==> config.mk <==
export PLATFORM = sky130hd
export DESIGN_NAME = arcade_input_mapper
export DESIGN_NICKNAME = d
export VERILOG_FILES = /design/src/rtl/arcade_input_pkg.sv /design/src/rtl/input_pulse_shaper.sv /design/src/rtl/arcade_input_mapper.sv
export SDC_FILE = /design/constraint.sdc
export NUM_CORES = 2
export LEC_CHECK = 0
export CAP_MARGIN = 10
export CORE_MARGIN = 2
export CORE_UTILIZATION = 45
export CTS_CLUSTER_SIZE = 24
export DETAILED_ROUTE_END_ITERATION = 8
export PLACE_DENSITY = 0.71
export SLEW_MARGIN = 20
export SYNTH_ARGS = -nofsm -noshare
export SYNTH_HDL_FRONTEND = slang
export SYNTH_SLANG_ARGS = --single-unit
==> constraint.sdc <==
create_clock -name clk_49m -period 3.1 [get_ports clk_49m]
set_input_delay 0.62 -clock clk_49m [delete_from_list [all_inputs] [get_ports clk_49m]]
set_output_delay 0.62 -clock clk_49m [all_outputs]
set_load 0.05 [all_outputs]
==> src/rtl/arcade_input_pkg.sv <==
// Shared types for the arcade player-input front end:
// key-map entry layout, scan FSM states, map byte1 field positions.
package arcade_input_pkg;

  typedef struct packed {
    logic [7:0] code;
    logic       ext;
    logic [1:0] player;
    logic [3:0] btn;
  } map_entry_t;

  typedef enum logic {
    S_IDLE,
    S_SCAN
  } scan_state_e;

  localparam int B1_EXT = 7;
  localparam int B1_PL  = 5;
  localparam int B1_BTN = 0;

endpackage

==> src/rtl/input_pulse_shaper.sv <==
// Per-button output shaping: pass-through, autofire or coin stretch.
// One counter serves whichever mode is active; coin wins over autofire.
module input_pulse_shaper #(
  parameter int COIN_PULSE = 2450000,
  parameter int AF_HALF    = 1225000
) (
  input  logic clk,
  input  logic rst_n,
  input  logic raw,
  input  logic autofire_en,
  input  logic coin_en,
  output logic shaped
);

  localparam int MAXC  = (COIN_PULSE > AF_HALF) ? COIN_PULSE : AF_HALF;
  localparam int CNT_W = $clog2(MAXC + 1);

  logic             raw_q;
  logic             af_off;
  logic [CNT_W-1:0] cnt;

  always_comb begin
    shaped = raw;
    if (coin_en)
      shaped = raw | (cnt != '0);
    else if (autofire_en)
      shaped = raw & ~af_off;
  end

  always_ff @(posedge clk or negedge rst_n) begin
    if (!rst_n) begin
      raw_q  <= 1'b0;
      af_off <= 1'b0;
      cnt    <= '0;
    end else begin
      raw_q <= raw;
      if (coin_en) begin
        af_off <= 1'b0;
        if (raw && !raw_q)
          cnt <= CNT_W'(COIN_PULSE);
        else if (cnt != '0)
          cnt <= cnt - CNT_W'(1);
      end else if (autofire_en) begin
        if (!raw) begin
          cnt    <= '0;
          af_off <= 1'b0;
        end else if (cnt == CNT_W'(AF_HALF - 1)) begin
          cnt    <= '0;
          af_off <= ~af_off;
        end else begin
          cnt <= cnt + CNT_W'(1);
        end
      end else begin
        cnt    <= '0;
        af_off <= 1'b0;
      end
    end
  end

endmodule

==> src/rtl/arcade_input_mapper.sv <==
// Merges PS/2 key events (via a downloadable key map) and HPS joysticks
// into registered active-low per-player button vectors.
module arcade_input_mapper
  import arcade_input_pkg::*;
#(
  parameter int NUM_PLAYERS = 2,
  parameter int NUM_BTNS    = 16,
  parameter int MAP_DEPTH   = 32,
  parameter int MAP_INDEX   = 3,
  parameter int COIN_PULSE  = 2450000,
  parameter int AF_HALF     = 1225000
) (
  input  logic                              clk_49m,
  input  logic                              reset,
  input  logic [10:0]                       ps2_key,
  input  logic [16*NUM_PLAYERS-1:0]         joystick,
  input  logic                              ioctl_download,
  input  logic [7:0]                        ioctl_index,
  input  logic                              ioctl_wr,
  input  logic [24:0]                       ioctl_addr,
  input  logic [7:0]                        ioctl_dout,
  input  logic [NUM_BTNS-1:0]               autofire_mask,
  input  logic [NUM_BTNS-1:0]               coin_mask,
  output logic [NUM_PLAYERS*NUM_BTNS-1:0]   btn_n,
  output logic [$clog2(MAP_DEPTH):0]        map_count,
  output logic                              busy
);

  localparam int AW = $clog2(MAP_DEPTH);
  localparam int CW = AW + 1;
  localparam int NB = NUM_PLAYERS * NUM_BTNS;
  localparam logic [24:0] TBL_END = 25'(2 * MAP_DEPTH);

  logic          map_sel, dl_q, dl_rise, wr_ok, ram_we;
  logic [AW-1:0] widx;
  logic [CW-1:0] cnt_base, widx_p1;
  logic [7:0]    byte0;
  map_entry_t    wr_entry;
  map_entry_t    ram [MAP_DEPTH];
  map_entry_t    rd_q;
  logic          rd_en, rd_vld;

  assign map_sel = ioctl_download && (ioctl_index == 8'(MAP_INDEX));
  assign dl_rise = map_sel && !dl_q;
  assign wr_ok   = map_sel && ioctl_wr && (ioctl_addr < TBL_END);
  assign ram_we  = wr_ok && ioctl_addr[0];
  assign widx    = ioctl_addr[AW:1];
  assign widx_p1 = {1'b0, widx} + CW'(1);
  assign cnt_base = dl_rise ? '0 : map_count;

  assign wr_entry = '{
    code:   byte0,
    ext:    ioctl_dout[B1_EXT],
    player: ioctl_dout[B1_PL +: 2],
    btn:    ioctl_dout[B1_BTN +: 4]
  };

  always_ff @(posedge clk_49m or negedge reset) begin
    if (!reset) begin
      dl_q      <= 1'b0;
      byte0     <= '0;
      map_count <= '0;
    end else begin
      dl_q <= ioctl_download;
      if (wr_ok && !ioctl_addr[0])
        byte0 <= ioctl_dout;
      if (ram_we && (widx_p1 > cnt_base))
        map_count <= widx_p1;
      else
        map_count <= cnt_base;
    end
  end

  // Single port: a map write takes the cycle, the scan read waits.
  logic [CW-1:0] idx;

  always_ff @(posedge clk_49m) begin
    if (ram_we)
      ram[widx] <= wr_entry;
    else if (rd_en)
      rd_q <= ram[idx[AW-1:0]];
  end

  logic       tog_q, pend_vld, pend_take;
  logic [9:0] pend;

  scan_state_e   state_q, state_d;
  logic          scan_go;
  logic [CW-1:0] scan_cnt;
  logic [9:0]    scan_key;
  logic [NB-1:0] key_state;
  logic [NB-1:0] shaped;

  assign pend_take = (state_q == S_IDLE) && pend_vld;
  assign busy      = (state_q == S_SCAN);

  always_ff @(posedge clk_49m or negedge reset) begin
    if (!reset) begin
      tog_q    <= 1'b0;
      pend_vld <= 1'b0;
      pend     <= '0;
    end else begin
      tog_q <= ps2_key[10];
      if (ps2_key[10] != tog_q) begin
        pend_vld <= 1'b1;
        pend     <= ps2_key[9:0];
      end else if (pend_take) begin
        pend_vld <= 1'b0;
      end
    end
  end

  always_comb begin
    state_d = state_q;
    scan_go = 1'b0;
    rd_en   = 1'b0;
    unique case (state_q)
      S_IDLE: begin
        if (pend_vld && (map_count != '0)) begin
          state_d = S_SCAN;
          scan_go = 1'b1;
        end
      end
      S_SCAN: begin
        if (idx == scan_cnt)
          state_d = S_IDLE;
        else
          rd_en = !ram_we;
      end
      default: state_d = S_IDLE;
    endcase
  end

  always_ff @(posedge clk_49m or negedge reset) begin
    if (!reset) begin
      state_q   <= S_IDLE;
      idx       <= '0;
      scan_cnt  <= '0;
      scan_key  <= '0;
      rd_vld    <= 1'b0;
      key_state <= '0;
    end else begin
      state_q <= state_d;
      rd_vld  <= rd_en;
      if (scan_go) begin
        idx      <= '0;
        scan_cnt <= map_count;
        scan_key <= pend;
      end else if (rd_en) begin
        idx <= idx + CW'(1);
      end
      if (rd_vld && (rd_q.code == scan_key[7:0]) && (rd_q.ext == scan_key[8])) begin
        for (int p = 0; p < NUM_PLAYERS; p++)
          for (int b = 0; b < NUM_BTNS; b++)
            if (int'(rd_q.player) == p && int'(rd_q.btn) == b)
              key_state[p*NUM_BTNS + b] <= scan_key[9];
      end
    end
  end

  for (genvar g = 0; g < NB; g++) begin : g_btn
    localparam int P = g / NUM_BTNS;
    localparam int B = g % NUM_BTNS;
    input_pulse_shaper #(
      .COIN_PULSE(COIN_PULSE),
      .AF_HALF   (AF_HALF)
    ) u_shaper (
      .clk        (clk_49m),
      .rst_n      (reset),
      .raw        (key_state[g] | joystick[16*P + B]),
      .autofire_en(autofire_mask[B]),
      .coin_en    (coin_mask[B]),
      .shaped     (shaped[g])
    );
  end

  always_ff @(posedge clk_49m or negedge reset) begin
    if (!reset)
      btn_n <= '1;
    else
      btn_n <= ~shaped;
  end

endmodule

# Word level (Yosys, flattened, before mapping)
# Memories as Yosys holds them, arrays and structs flattened. A register that Yosys moved wholly into a read port is not among the register bits.
# Cells that the tools add are included.
# totals
elab_cells	1035
latch_bits	0
output_inout_bits	39
rom_bits	0
ramBits	480
memories	1
ff_bits	883
# op_classes
n_addsub	66
n_reduce_logical	180
n_bitwise	131
div_mod_pow	0
n_eq_ne	117
n_shift	0
n_mux	398
magnitude_cmp	2
multipliers	0
# memory_table
name	depth	width	rd	rd_ports_with_merged_regs	wr	line	source
ram	32	15	1	1	1	arcade_input_mapper.sv:39	map_entry_t ram [MAP_DEPTH];
# ops
operator	n
2-to-1 mux 22 bit	192
adder 22 x 1 -> 22 bit (second input constant)	32
== test 22 x 21 -> 1 bit (second input constant)	32
nonzero test 22 bit	32
subtractor 22 x 1 -> 22 bit (second input constant)	32
2-to-1 mux 1 bit	201
!= test 4 bit (second input constant)	32
!= test 3 x 1 -> 1 bit (second input constant)	32
logical AND 1 bit	75
AND reduction 2 bit	33
OR 1 bit	64
logical NOT 1 bit	35
inverter 1 bit	34
AND 1 bit	32
== test 4 bit (second input constant)	8
inverter 32 bit	1
< comparator 25 x 7 -> 1 bit (second input constant)	1
2-to-1 mux 6 bit	4
== test 4 x 3 -> 1 bit (second input constant)	4
== test 4 x 2 -> 1 bit (second input constant)	2
== test 8 x 2 -> 1 bit (second input constant)	1
== test 8 bit	1
adder 5 x 1 -> 6 bit (second input constant)	1
adder 6 x 1 -> 6 bit (second input constant)	1
11 further kinds	12

# Depth between registers and ports, before layout
# logic_depth
word_depth	10
mapped_depth	12
ltp_nobuf	11

# By module
# From an unflattened synthesis, not the netlist that was laid out.
# unflattened
cells_unflattened	8931
area_unflattened_um2	87278.7
# modules_own_cells
module	n_inst	area_per_inst_um2	seq_area_each_um2	cells_per_inst
input_pulse_shaper (g_btn[0].u_shaper ...)	21	1953.1	600.6	237
arcade_input_mapper	1	24186.9	17782.1	1259
input_pulse_shaper (g_btn[29].u_shaper ...)	11	2006.9	600.6	245

# Worst setup path before layout
# Ideal clock, no wire load.
# synth_path
path_kind	input to register
from	input port ioctl_index[2]
to	memory ram[26][0] (netlist bit), enable pin
path_buffers	0
path_slack_ps	-157
cell_stages	5
arrival_time_ps	2871
path_cell_list	nor4_1 > nand4b_1 > nor4_1 > nand2_1 > nor2_1
# synth_between
elab_chain_len	7
# synth_lines
item	line	source
from (decl)	arcade_input_mapper.sv:18	input logic [7:0] ioctl_index,
== test 8 x 2 -> 1 bit	arcade_input_mapper.sv:43	assign map_sel = ioctl_download && (ioctl_index == 8'(MAP_INDEX));
logical AND 1 bit	arcade_input_mapper.sv:43	
logical AND 1 bit (2 in series)	arcade_input_mapper.sv:45	assign wr_ok = map_sel && ioctl_wr && (ioctl_addr < TBL_END);
logical AND 1 bit	arcade_input_mapper.sv:46	assign ram_we = wr_ok && ioctl_addr[0];
2-to-1 mux 1 bit	arcade_input_mapper.sv:78	if (ram_we)
2-to-1 mux 1 bit (implied by the code)	arcade_input_mapper.sv:79	ram[widx] <= wr_entry;
to (decl)	arcade_input_mapper.sv:39	
# No other way between the ends.

# Final worst setup path
# layout_path
from	register state_q, in the netlist busy
to	output port busy
# layout_lines
item	line	source
from (decl)	arcade_input_mapper.sv:87	scan_state_e state_q, state_d;
from (signal assigned)	arcade_input_mapper.sv:143	state_q <= state_d;
to (decl)	arcade_input_mapper.sv:26	output logic busy
# No word-level cell between the ends.

==> results.toml <==
[worst_setup_path]
cp.required_ns = 2.48
r2r-start = "g_btn[31].u_shaper.cnt[15]"
crit_type = "reg -> out"
startpoint_type = "flop"
end_kind = "output port"
crit_path_start = "busy"
critical-path-top-delay-family = "buffers and inverters"
cp_slowest_cell = "clkdlybuf4s50_1"
path_buf_inv = 1
arrival_ns = 2.37
path_cells = "clkdlybuf4s50_1"
max_stage_delay_ns = 0.90
cp_max_fo = 4

[pwr]
pwr-share-seq_pct = 42.1
power_density_nw_per_um2 = 668
p_total_mw = 63.8
p_clk_share_pct = 31.8
power_switching_mw = 23.1
internal_power_mw = 40.7
comb_power_share_pct = 26.1
ir_drop_mv = 0.476
leakage_nw = 36.5
power_switching_share_pct = 36.2

[sta]
slew_viol_final = 0
relSlewSlack_pct = 33.5
fmax_mhz = 334
final-hold-violation-count = 0
setup_viol_count_final = 0
fin_skew_ns = 0.0436
setup_ws_ns = 0.106
finalCriticalPeriod_ns = 2.99
hold_slack_ns = 0.292
rsz0062_at_grt = "no"
period_share_pct = 96.6
tightestPinTransition_ns = 0.989

[global_route]
grt_pass1_vias = 71300
grt_max_degree = 68
grt_use_total_pct = 24.6
grt-ovfl-total = 0
grt_pass1_wl_mm = 389
antenna_found_initial = 9

[floorplan]
die_area_um2 = 189000
die_h_um = 435
fp.dieW_um = 435
start_util_pct = 45.2
core_area_um2 = 185000
io_pins = 159
num_rows = 158

[layout]
nets = 9276
layout-drive-gt1-share_pct = 13.1
fin_area_um2 = 95600
mostFrequentLayoutCell = "dfrtp_1"
final_cell_mix = "dfrtp_1, nor2_1, nand2_1, a21oi_1, edfxtp_1"
areaGrowthSynthToFinish_pct = 14.3

[routing]
drc = 0
via_count = 74400
via_per_inst = 6.37
drtPass1Iterations = 6
drt_iter0_drc = 7707
ant_nets = 0
drt-total-wl_mm = 240
wl_per_cell_um = 20.6

[synth]
syn_nets = 9137
synthArstFlopShare_pct = 64.1
synth_ff_type = "dfrtp_1"
syn-cell-area_um2 = 83700
synth_edf_count = 495
ys_seq_area_share_pct = 44.2
synthCells = 8910
synth-seq-cells = 1378
syn_avg_cell_area_um2 = 9.39
yosysWarnings = 0
synthTopCellsByArea = "dfrtp_1, edfxtp_1, mux4_2"
synth_top_cell_by_area = "dfrtp_1"
ys_types = 100
synth_top_area_share_pct = 25.5

[run_status]
status = "finished, final reports clean"

[flow_run]
maxCapViolCount = 0

[clocking]
cts_tree = "built"
cts-resized-gates = 0
numCtsBuffers = 157
htreeDepth = 4
root_buffer = "clkbuf_16"
insertion_delay_ns = 0.82
path_clk_slew_ns = 0.07
cts_sinks = 1378
clk_path_buf_depth = 3

[place]
io_buffers = 158
place_ws_ns = -0.262
dpl.hpwl_mm = 164
placed_area_um2 = 89800
place.gp.congestion = 0.945

[hold_path]
min_from = "ioctl_download"
min_path_type = "in -> reg"
-- per-stage QoR --
stage	instances	TNS (ns)	utilization (%)
floorplan	8910	-74.05	-
global placement	11400	-4.25	48.5
detailed placement	11400	-1.35	48.5
CTS	11700	0	51.7
global route	11700	0	51.7
finish	11700	0	51.7
-- synthesized netlist by cell type, drive strengths merged (74+ instances only) --
| cell | instances |
|---|---|
| nor2 | 818 |
| dfrtp | 851 |
| or4 | 83 |
| a221oi | 91 |
| xnor2 | 238 |
| nand4 | 229 |
| a21oi | 524 |
| xor2 | 207 |
| and3 | 162 |
| a211oi | 84 |
| inv | 172 |
| a31oi | 83 |
| clkbuf | 595 |
| or3 | 109 |
| nand3 | 388 |
| nor4 | 282 |
| and2 | 87 |
| ha | 107 |
| mux2 | 86 |
| mux4 | 151 |
| o22ai | 141 |
| nor3 | 419 |
| o21ai | 416 |
| a22oi | 98 |
| edfxtp | 495 |
| nand2 | 766 |
| and4 | 74 |
| o31ai | 180 |
-- state kept, by name, indices dropped and copies added (netlist names), 8 cells and up --
register	cells
g_btn.u_shaper.af_off	32
pend	10
btn_n	32
scan_key	10
rd_q	15
ram	480
key_state	32
g_btn.u_shaper.raw_q	32
byte0	8
g_btn.u_shaper.cnt	704
-- area by class of cell --
type                            count  area, um2
Fill cell                       16600      89400
Multi-Input combinational cell   6692      43500
Sequential cell                  1378      37000
Timing Repair Buffer              645       5570
Clock buffer                      202       4280
Tap cell                         2480       3100
Clock inverter                     92       1460
Inverter                          175        657
Antenna cell                        7       17.5
-- cell families (layout without fill, tap and decap cells) --
logic type / Yosys count / count (layout) / share of synthesized area (%)
compound gates: 2128 / 2128 / 16.8
flops: 1378 / 1378 / 44.2
fa+ha+maj: 107 / 107 / 1.60
other cells: 0 / 7 / 0
mux: 258 / 258 / 5.47
simple gates: 3754 / 3754 / 23.3
buf+inv: 840 / 1114 / 3.85
xor+xnor: 445 / 445 / 4.66
-- worst paths after layout --
path                                               to  depth (start not counted)  slack, ns
min reg2reg                g_btn[18].u_shaper.cnt[19]                          1       0.50
min in group asynchronous   g_btn[7].u_shaper.cnt[16]                          2       0.45
min                                              dl_q                          1       0.29
max reg2reg                g_btn[31].u_shaper.cnt[18]                          6       0.18
max in group asynchronous   g_btn[6].u_shaper.cnt[10]                          3       1.66
max                                              busy                          1       0.11
-- layer usage --
metal	vias to the layer above	share of wire, %	routed length [um]	global-route usage [%]
met5	-	0.0096	23	0
met4	4	3.6	8690	10.0
met3	489	6.6	15900	3.23
met2	3167	48	114000	40.0
met1	36600	42	101000	33.3
li1	34100	-	-	-
-- power groups by stage --
stage / Combinational [mW] / Sequential [mW] / Clock (mW)
floorplan: 14.9 / 23.5 / 0
global placement: 15.9 / 26.8 / 0
global route: 18.6 / 27.4 / 21.5
detailed placement: 16.4 / 26.9 / 0
CTS: 16.5 / 26.6 / 20.8
finish: 16.6 / 26.9 / 20.3
-- timing repair --
action                    CTS  global route
setup buffers               0             0
hold endpoints to repair   22             0
hold buffers                1             0
No activity file was read; power rests on OpenSTA's default activity.
